<file path="src/rtl/flash_rom_loader_pkg.sv">
// rtl/flash_rom_loader_pkg.sv - state encodings and widths shared by the flash ROM loader
package flash_rom_loader_pkg;
  localparam int FLASH_AW        = 24;
  localparam int FLASH_DW        = 8;
  localparam int DEFAULT_TIMEOUT = 8;

  typedef enum logic [2:0] {
    R_IDLE,
    R_WREADY,
    R_ISSUE,
    R_WBUSY,
    R_WDONE,
    R_END
  } rd_state_e;

  typedef enum logic {
    W_IDLE,
    W_REQ
  } wr_state_e;
endpackage

</file>
<file path="src/rtl/flash_rom_loader_byte_buf.sv">
// rtl/flash_rom_loader_byte_buf.sv - one-entry holding register between flash reads and RAM writes
module loader_byte_buf
  import flash_rom_loader_pkg::*;
(
  input  logic                clk,
  input  logic                resetn,
  input  logic                flush,
  input  logic                capture,
  input  logic                drain,
  input  logic [FLASH_DW-1:0] din,
  output logic                full,
  output logic [FLASH_DW-1:0] dout
);
  logic                full_q, full_d;
  logic [FLASH_DW-1:0] data_q, data_d;

  // A capture in the same cycle as a drain keeps the entry full with the new byte.
  always_comb begin
    full_d = full_q;
    data_d = data_q;
    if (flush) begin
      full_d = 1'b0;
      data_d = '0;
    end else begin
      if (drain) full_d = 1'b0;
      if (capture) begin
        full_d = 1'b1;
        data_d = din;
      end
    end
  end

  always_ff @(posedge clk or negedge resetn) begin
    if (!resetn) begin
      full_q <= 1'b0;
      data_q <= '0;
    end else begin
      full_q <= full_d;
      data_q <= data_d;
    end
  end

  assign full = full_q;
  assign dout = data_q;
endmodule

</file>
<file path="src/rtl/flash_rom_loader.sv">
// rtl/flash_rom_loader.sv - boot-time copier from the DSPI flash reader into the RAM write port
module flash_rom_loader
  import flash_rom_loader_pkg::*;
#(
  parameter logic [FLASH_AW-1:0] FLASH_BASE = 24'h100000,
  parameter int                  MEM_AW     = 22,
  parameter logic [MEM_AW-1:0]   MEM_BASE   = '0,
  parameter int                  LENGTH     = 'h4000,
  parameter int                  TIMEOUT    = DEFAULT_TIMEOUT
) (
  input  logic                clk,
  input  logic                resetn,
  input  logic                start,
  output logic                done,
  output logic                error,
  input  logic                flash_ready,
  input  logic                flash_busy,
  output logic [FLASH_AW-1:0] flash_addr,
  output logic                flash_cs,
  input  logic [FLASH_DW-1:0] flash_dout,
  output logic [MEM_AW-1:0]   mem_addr,
  output logic [FLASH_DW-1:0] mem_din,
  output logic                mem_we,
  input  logic                mem_ack
);
  localparam int CW = $clog2(LENGTH + 1);
  localparam int TW = $clog2(TIMEOUT + 1);

  rd_state_e           r_state_q, r_state_d;
  wr_state_e           w_state_q, w_state_d;
  logic                start_q, running_q, running_d;
  logic                done_q, done_d, error_q, error_d;
  logic                flash_cs_q, flash_cs_d, mem_we_q, mem_we_d;
  logic [FLASH_AW-1:0] flash_addr_q, flash_addr_d;
  logic [MEM_AW-1:0]   mem_addr_q, mem_addr_d;
  logic [CW-1:0]       rd_cnt_q, rd_cnt_d, wr_cnt_q, wr_cnt_d;
  logic [TW-1:0]       tmr_q, tmr_d;
  logic                launch, drain, capture, timeout, buf_full;

  // A start edge is only honoured while no copy is in flight.
  assign launch = start & ~start_q & ~running_q;
  assign drain  = (w_state_q == W_REQ) & mem_ack;

  always_comb begin
    r_state_d    = r_state_q;
    w_state_d    = w_state_q;
    running_d    = running_q;
    done_d       = done_q;
    error_d      = error_q;
    mem_we_d     = mem_we_q;
    flash_addr_d = flash_addr_q;
    mem_addr_d   = mem_addr_q;
    rd_cnt_d     = rd_cnt_q;
    wr_cnt_d     = wr_cnt_q;
    tmr_d        = tmr_q;
    capture      = 1'b0;
    timeout      = 1'b0;

    case (r_state_q)
      R_WREADY: if (flash_ready && !flash_busy) r_state_d = R_ISSUE;
      R_ISSUE: begin
        r_state_d = R_WBUSY;
        tmr_d     = TW'(1);
      end
      R_WBUSY: begin
        if (flash_busy) r_state_d = R_WDONE;
        else if (tmr_q >= TW'(TIMEOUT - 1)) timeout = 1'b1;
        else tmr_d = tmr_q + TW'(1);
      end
      // flash_dout holds after busy falls, so a full buffer simply delays the capture.
      R_WDONE: begin
        if (!flash_busy && (!buf_full || drain)) begin
          capture      = 1'b1;
          flash_addr_d = flash_addr_q + FLASH_AW'(1);
          rd_cnt_d     = rd_cnt_q + CW'(1);
          r_state_d    = (rd_cnt_q == CW'(LENGTH - 1)) ? R_END : R_ISSUE;
        end
      end
      default: ;
    endcase

    case (w_state_q)
      W_IDLE: begin
        if (buf_full) begin
          w_state_d = W_REQ;
          mem_we_d  = 1'b1;
        end
      end
      W_REQ: begin
        if (mem_ack) begin
          w_state_d  = W_IDLE;
          mem_we_d   = 1'b0;
          mem_addr_d = mem_addr_q + MEM_AW'(1);
          wr_cnt_d   = wr_cnt_q + CW'(1);
          if (wr_cnt_q == CW'(LENGTH - 1)) begin
            done_d    = 1'b1;
            running_d = 1'b0;
          end
        end
      end
      default: ;
    endcase

    if (timeout) begin
      error_d   = 1'b1;
      running_d = 1'b0;
      r_state_d = R_IDLE;
      w_state_d = W_IDLE;
      mem_we_d  = 1'b0;
    end

    if (launch) begin
      done_d       = 1'b0;
      error_d      = 1'b0;
      running_d    = 1'b1;
      r_state_d    = R_WREADY;
      w_state_d    = W_IDLE;
      mem_we_d     = 1'b0;
      flash_addr_d = FLASH_BASE;
      mem_addr_d   = MEM_BASE;
      rd_cnt_d     = '0;
      wr_cnt_d     = '0;
    end

    flash_cs_d = (r_state_d == R_ISSUE);
  end

  always_ff @(posedge clk or negedge resetn) begin
    if (!resetn) begin
      r_state_q    <= R_IDLE;
      w_state_q    <= W_IDLE;
      start_q      <= 1'b0;
      running_q    <= 1'b0;
      done_q       <= 1'b0;
      error_q      <= 1'b0;
      flash_cs_q   <= 1'b0;
      mem_we_q     <= 1'b0;
      flash_addr_q <= FLASH_BASE;
      mem_addr_q   <= MEM_BASE;
      rd_cnt_q     <= '0;
      wr_cnt_q     <= '0;
      tmr_q        <= '0;
    end else begin
      r_state_q    <= r_state_d;
      w_state_q    <= w_state_d;
      start_q      <= start;
      running_q    <= running_d;
      done_q       <= done_d;
      error_q      <= error_d;
      flash_cs_q   <= flash_cs_d;
      mem_we_q     <= mem_we_d;
      flash_addr_q <= flash_addr_d;
      mem_addr_q   <= mem_addr_d;
      rd_cnt_q     <= rd_cnt_d;
      wr_cnt_q     <= wr_cnt_d;
      tmr_q        <= tmr_d;
    end
  end

  loader_byte_buf u_buf (
    .clk     (clk),
    .resetn  (resetn),
    .flush   (launch | timeout),
    .capture (capture),
    .drain   (drain),
    .din     (flash_dout),
    .full    (buf_full),
    .dout    (mem_din)
  );

  assign done       = done_q;
  assign error      = error_q;
  assign flash_cs   = flash_cs_q;
  assign flash_addr = flash_addr_q;
  assign mem_we     = mem_we_q;
  assign mem_addr   = mem_addr_q;
endmodule

</file>
<file path="config.mk">
export PLATFORM = sky130hd
export DESIGN_NAME = flash_rom_loader
export DESIGN_NICKNAME = d
export VERILOG_FILES = /design/src/rtl/flash_rom_loader_pkg.sv /design/src/rtl/flash_rom_loader_byte_buf.sv /design/src/rtl/flash_rom_loader.sv
export SDC_FILE = /design/constraint.sdc
export NUM_CORES = 1
export LEC_CHECK = 0
export CAP_MARGIN = 20
export CORE_UTILIZATION = 40
export DETAILED_ROUTE_END_ITERATION = 7
export DONT_BUFFER_PORTS = 1
export HOLD_SLACK_MARGIN = 0.06
export SETUP_SLACK_MARGIN = 0.4
export SYNTH_ARGS = -nofsm -noshare
export SYNTH_HDL_FRONTEND = slang
export SYNTH_SLANG_ARGS = --single-unit
export TNS_END_PERCENT = 1
</file>
<file path="constraint.sdc">
create_clock -name clk -period 2.66 [get_ports clk]
set_input_delay 0.266 -clock clk [delete_from_list [all_inputs] [get_ports clk]]
set_output_delay 0.266 -clock clk [all_outputs]
set_load 0.01 [all_outputs]
</file>
## Word level (Yosys, flattened, before mapping)

Cells that the tools add are included.

- $add $sub $neg: 5
- Magnitude comparators: 1
- Eq/ne operators: 11
- Multiplexer cells: 53
- Bitwise gates (word level): 7
- Reduce and logical (&&, ||, !) cells: 23

Operators with widths:

| cell | count |
|---|---|
| $mux W15 | 6 |
| $mux W24 | 3 |
| $mux W22 | 3 |
| $add A15 B1 Y15 const B | 2 |
| $eq A15 B14 Y1 const B | 2 |
| $mux W1 | 27 |
| $add A24 B1 Y24 const B | 1 |
| $add A22 B1 Y22 const B | 1 |
| $mux W3 | 6 |
| $mux W8 | 2 |
| $reduce_bool A2 Y1 | 8 |
| $pmux W3 S4 | 1 |
| $reduce_bool A3 Y1 | 4 |
| $eq A3 B2 Y1 const B | 3 |
| $reduce_and A3 Y1 | 3 |
| $mux W4 | 2 |
| $pmux W4 S2 | 1 |
| $reduce_and A2 Y1 | 3 |
| $add A4 B1 Y4 const B | 1 |
| $ge A4 B3 Y1 const B | 1 |
| $ne A2 B2 Y1 const B | 2 |
| $ne A4 B2 Y1 const B | 1 |
| $ne A4 B3 Y1 const B | 1 |
| $pmux W1 S2 | 2 |
| other kinds (8) | 14 |

- Bits in registers: 99
- Bits of input ports: 14
- Output and inout bits: 58
- Logic and storage cells: 115

## Depth between registers and ports, before layout

- Word-level depth: 8
- Depth in mapped cells: 7
- Depth with buffers taken out: 6

## Cells and area by module

Synthesis repeated with hierarchy kept, for this count alone.

- Cell total of the unflattened synthesis: 491
- Area, all modules: 4869.7 um^2

By module, submodules not included:

| module | instances | cells an instance | area each (um^2) | seq. area each (um^2) |
|---|---|---|---|---|
| flash_rom_loader | 1 | 461 | 4503.1 | 2253.4 |
| loader_byte_buf | 1 | 30 | 366.6 | 225.2 |

## Least setup slack after synthesis

Ideal clock, no wire load.

- Path type: reg2reg
- Start point: register r_state_q[2]
- End point: register rd_cnt_q[7]
- Library setup time: 0.129 ns
- Arrival: 1.701 ns
- Data required time: 2.531 ns
- Slack: 0.829 ns
- Cell stages (with the launch flop): 7
- Path buffers: 1
- Period minus slack after synthesis: 1.831 ns
- Path through: dfrtp_1 > buf_2 > or4b_4 > nor4b_4 > and4_1 > xnor2_1 > nor2_2

- Word-level cells in the longest chain between the ends: 3

RTL lines:

| item | line | source |
|---|---|---|
| start, declared | flash_rom_loader.sv:29 | `rd_state_e r_state_q, r_state_d;` |
| start signal, assigned | flash_rom_loader.sv:144 | `r_state_q <= r_state_d;` |
| $eq A3 B3 Y1 | flash_rom_loader.sv:59 | `case (r_state_q)` |
| $reduce_bool A2 Y1 (no source line) | - |  |
| $reduce_and A2 Y1 (no source line) | - |  |
| end signal, assigned | flash_rom_loader.sv:154 | `rd_cnt_q <= rd_cnt_d;` |
| end, declared | flash_rom_loader.sv:36 | `logic [CW-1:0] rd_cnt_q, rd_cnt_d, wr_cnt_q, wr_cnt_d;` |

Every way passes these cells.
A chain may end at the register's enable or synchronous reset.

## Worst setup path in the final report

- Start point: register running_q
- End point: register wr_cnt_q[9]

- Word-level cells in the longest chain between the ends: 4
- Elaborated cells on any way between the ends: 6
- Those cells by class: mux (1); bitwise (2); reduce/logical (3)

RTL lines:

| item | line | source |
|---|---|---|
| start, declared | flash_rom_loader.sv:31 | `logic start_q, running_q, running_d;` |
| start signal, assigned | flash_rom_loader.sv:147 | `running_q <= running_d;` |
| $not A1 Y1 (*) | flash_rom_loader.sv:41 | `assign launch = start & ~start_q & ~running_q;` |
| $and A1 B1 Y1 (*) | flash_rom_loader.sv:41 |  |
| $reduce_bool A2 Y1 (no source line) | - |  |
| $reduce_and A2 Y1 (no source line) | - |  |
| end signal, assigned | flash_rom_loader.sv:155 | `wr_cnt_q <= wr_cnt_d;` |
| end, declared | flash_rom_loader.sv:36 |  |

Every way passes the cells marked *; elsewhere a longest branch is shown, timed or not.

==> results.tsv <==
stage	metric	value	unit
logic_synthesis	Synth Net Count	508	
global_routing	antenna violations before repair	0	
logic_synthesis	Syn Inst Count	489	
worst_setup_path	Startpoint Class	flip-flop	
placement	Final GP Congestion	0.812	
worst_setup_path	Worst Setup End Kind	flip-flop	
placement	dpl hpwl	6.70	mm
logic_synthesis	Synth async-reset ratio	100	%
power_and_ir_drop	Power, Total	4.03	mW
die	io pins	72	
die	row cnt	39	
power_and_ir_drop	Leak	2.38	nW
route	DRT antenna net count	0	
worst_setup_path	Reg2Reg Launch Point	running_q	
logic_synthesis	post-synthesis cell area	4770	um^2
cts	Max Root-Sink Buffers	2	
hold_path	type of the worst min-delay path	input port to asynchronous set/reset pin	
global_routing	largest net degree at the start of global routing	100	
logic_synthesis	YS warnings	0	
sta	max_slew headroom	55.7	%
cts	CTS Sinks	99	
global_routing	GRT Util Overall	17.8	%
worst_setup_path	CP startpoint	running_q	
layout	P&R area growth vs syn	10.8	%
route	vias	3419	
die	starting density of the core	41.5	%
sta	fin crit period	2.16	ns
flow_run	max_cap viols	0	
sta	final worst-path cycle share	81.0	%
cts	CTS root buf	clkbuf_16	
die	Die W	111	um
sta	Max Clk Rate	464	MHz
logic_synthesis	commonest cells in the netlist	dfrtp_1, nor2_1, nand2_1, xor2_1, nand3_1	
global_routing	number of global-route vias before repair	3423	
global_routing	first-pass GRT wire length	17.3	mm
run_status	outcome	finished, violations left	
worst_setup_path	CP required	2.87	ns
route	# DRC	2	
logic_synthesis	top cells by area, synth	dfrtp_1, xor2_1, nor2_1	
route	Detailed Routing Iterations Pass 1	6	
cts	CTS tree	built	
cts	TritonCTS buffer count	9	
die	die area	12400	um^2
worst_setup_path	Critical Path AT	2.37	ns
run_status	violated checks	design-rule violations, negative hold slack	
worst_setup_path	CP Class	flip-flop to flip-flop	
cts	Hold Buf Count CTS	9	
cts	setup bufs post-CTS	0	
cts	CTS clk-pin slew, worst paths	0.06	ns
sta	TNS Setup	0	ns
power_and_ir_drop	worst vdd ir	413	uV
sta	worst clock skew	0.00791	ns
logic_synthesis	average instance area after synthesis	9.76	um^2
layout	# fillers	1089	
route	Post-Route WL	9.82	mm
logic_synthesis	register area share after synthesis	51.9	%
worst_setup_path	CP max FO	12	
route	WL per Instance	15.3	um
logic_synthesis	dominant cell type by area after synthesis	dfrtp_1	
sta	Worst-Margin Slew	0.659	ns
logic_synthesis	top-count cell post-synth	dfrtp_1	
sta	RSZ-0062 raised after global routing	true	
logic_synthesis	number of synthesized flops with an enable pin	0	
layout	# diodes	0	
logic_synthesis	top_reg_cell synth	dfrtp_1	
cts	H-tree levels	3	
layout	layout cells sized above 1	7.60	%
cts	clk_lat worst skew	0.35	ns
sta	final hold vios	99	
sta	Hold WS	-0.386	ns
global_routing	GR Overflow Total	0	
logic_synthesis	Seq cells post-synth	99	
die	die height	111	um
logic_synthesis	Synth top area share	51.4	%
logic_synthesis	Distinct cells, synth	50	
layout	final net count	516	
sta	# setup viols final	0	
placement	# port buffers	0	
route	vias per inst	5.32	
route	Initial DRC Count	165	
die	core area	11500	um^2
power_and_ir_drop	pwr dens	761	nW/um^2
sta	Slew Viols, Final	0	
critical path, stage by stage (launching register included):
cell and delay (ns):
dfrtp_1 0.40, or3b_1 0.62, a211oi_1 0.55, and4_1 0.28
xnor2_1 0.11, nor2_1 0.05
power by group:
part | internal (mW) | total (mW) | switching [mW]
Sequential | 1.74 | 2.06 | 0.318
Clock | 0.673 | 1.20 | 0.529
Combinational | 0.343 | 0.764 | 0.421
placed cells by master, fill, tap and decap left out, types with 2 or more instances in the layout:
cell	Yosys	final
a21oi_2	2	2
nand2b_1	4	4
inv_1	11	11
nor4_1	2	2
nand3_1	25	25
buf_4	0	7
clkbuf_16	0	9
o22ai_1	2	2
a211oi_1	3	2
o21ai_0	3	3
a31oi_1	2	2
nor3_1	9	9
nor2_1	75	75
nor2b_1	3	3
a31o_2	3	3
xnor2_1	20	20
clkbuf_8	0	2
dfrtp_1	98	98
xor2_1	48	48
nand2_1	59	59
a21oi_1	24	24
nand4_1	22	22
or3_1	2	2
and4_1	9	9
and2_1	4	4
dlygate4sd3_1	0	9
ha_1	5	5
and3_1	11	11
nor3_2	2	2
layout make-up:
class | instances | area, um^2 | share of cell area, %
clock buffers | 12 | 256 | 4.85
inverters | 11 | 41.3 | 0.780
flip-flops and latches | 99 | 2480 | 46.8
well taps | 143 | 179 | 3.38
multi-input cells | 360 | 2180 | 41.2
clock inverters | 2 | 12.5 | 0.236
repair buffers | 16 | 143 | 2.70
sequential cells by signal, indices dropped and copies added (netlist names):
signal	flops
r_state_q	3
running_q	1
start_q	1
rd_cnt_q	15
mem_we	1
u_buf.full	1
wr_cnt_q	15
tmr_q	4
u_buf.dout	8
flash_addr	24
done	1
error	1
mem_addr	22
flash_cs	1
w_state_q	1
worst paths after layout:
path,end,slack (ns),cells past startpoint
setup / recovery,wr_cnt_q[9],0.50,5
hold / removal,flash_cs,-0.39,0
setup reg to reg,wr_cnt_q[9],0.50,5
hold reg to reg,wr_cnt_q[11],0.54,2
max in group asynchronous,flash_addr[20],2.84,0
min in group clk,w_state_q,0.10,2
metal layers:
layer	wire length [um]	track usage [%]
met3	498	4.37
met1	4420	23.0
met2	4680	27.7
met4	227	8.92
met5	0	0
cells by family (layout without fill, tap and decap cells):
family                   Yosys count  after routing  synth area share (%)
AND/OR/NAND/NOR                  239            239                  25.3
AO/OA/AOI/OAI                     48             48                  6.34
flip-flops                        99             99                  51.9
XOR/XNOR                          68             68                  12.5
buffers and inverters             30             41                  2.62
adder cells (fa/ha/maj)            5              5                  1.31
through the flow:
stage	hold WS, ns	utilization (%)	std cells	setup WS (ns)	instance area, um^2
3_3_place_gp	-0.0236	42.8	620	0.473	4930
4_1_cts	-0.396	45.9	643	0.438	5290
6_report	-0.386	45.9	643	0.504	5290
3_5_place_dp	-0.0233	42.8	620	0.464	4930
5_1_grt	-0.402	45.9	643	0.281	5290
2_1_floorplan	-0.0296	-	489	0.829	4770
repair_timing:
action                     CTS  global route
gates resized for setup      0             1
setup endpoints to repair    0            14
hold endpoints to repair   108            99
Power figures use the tool's default switching activity.
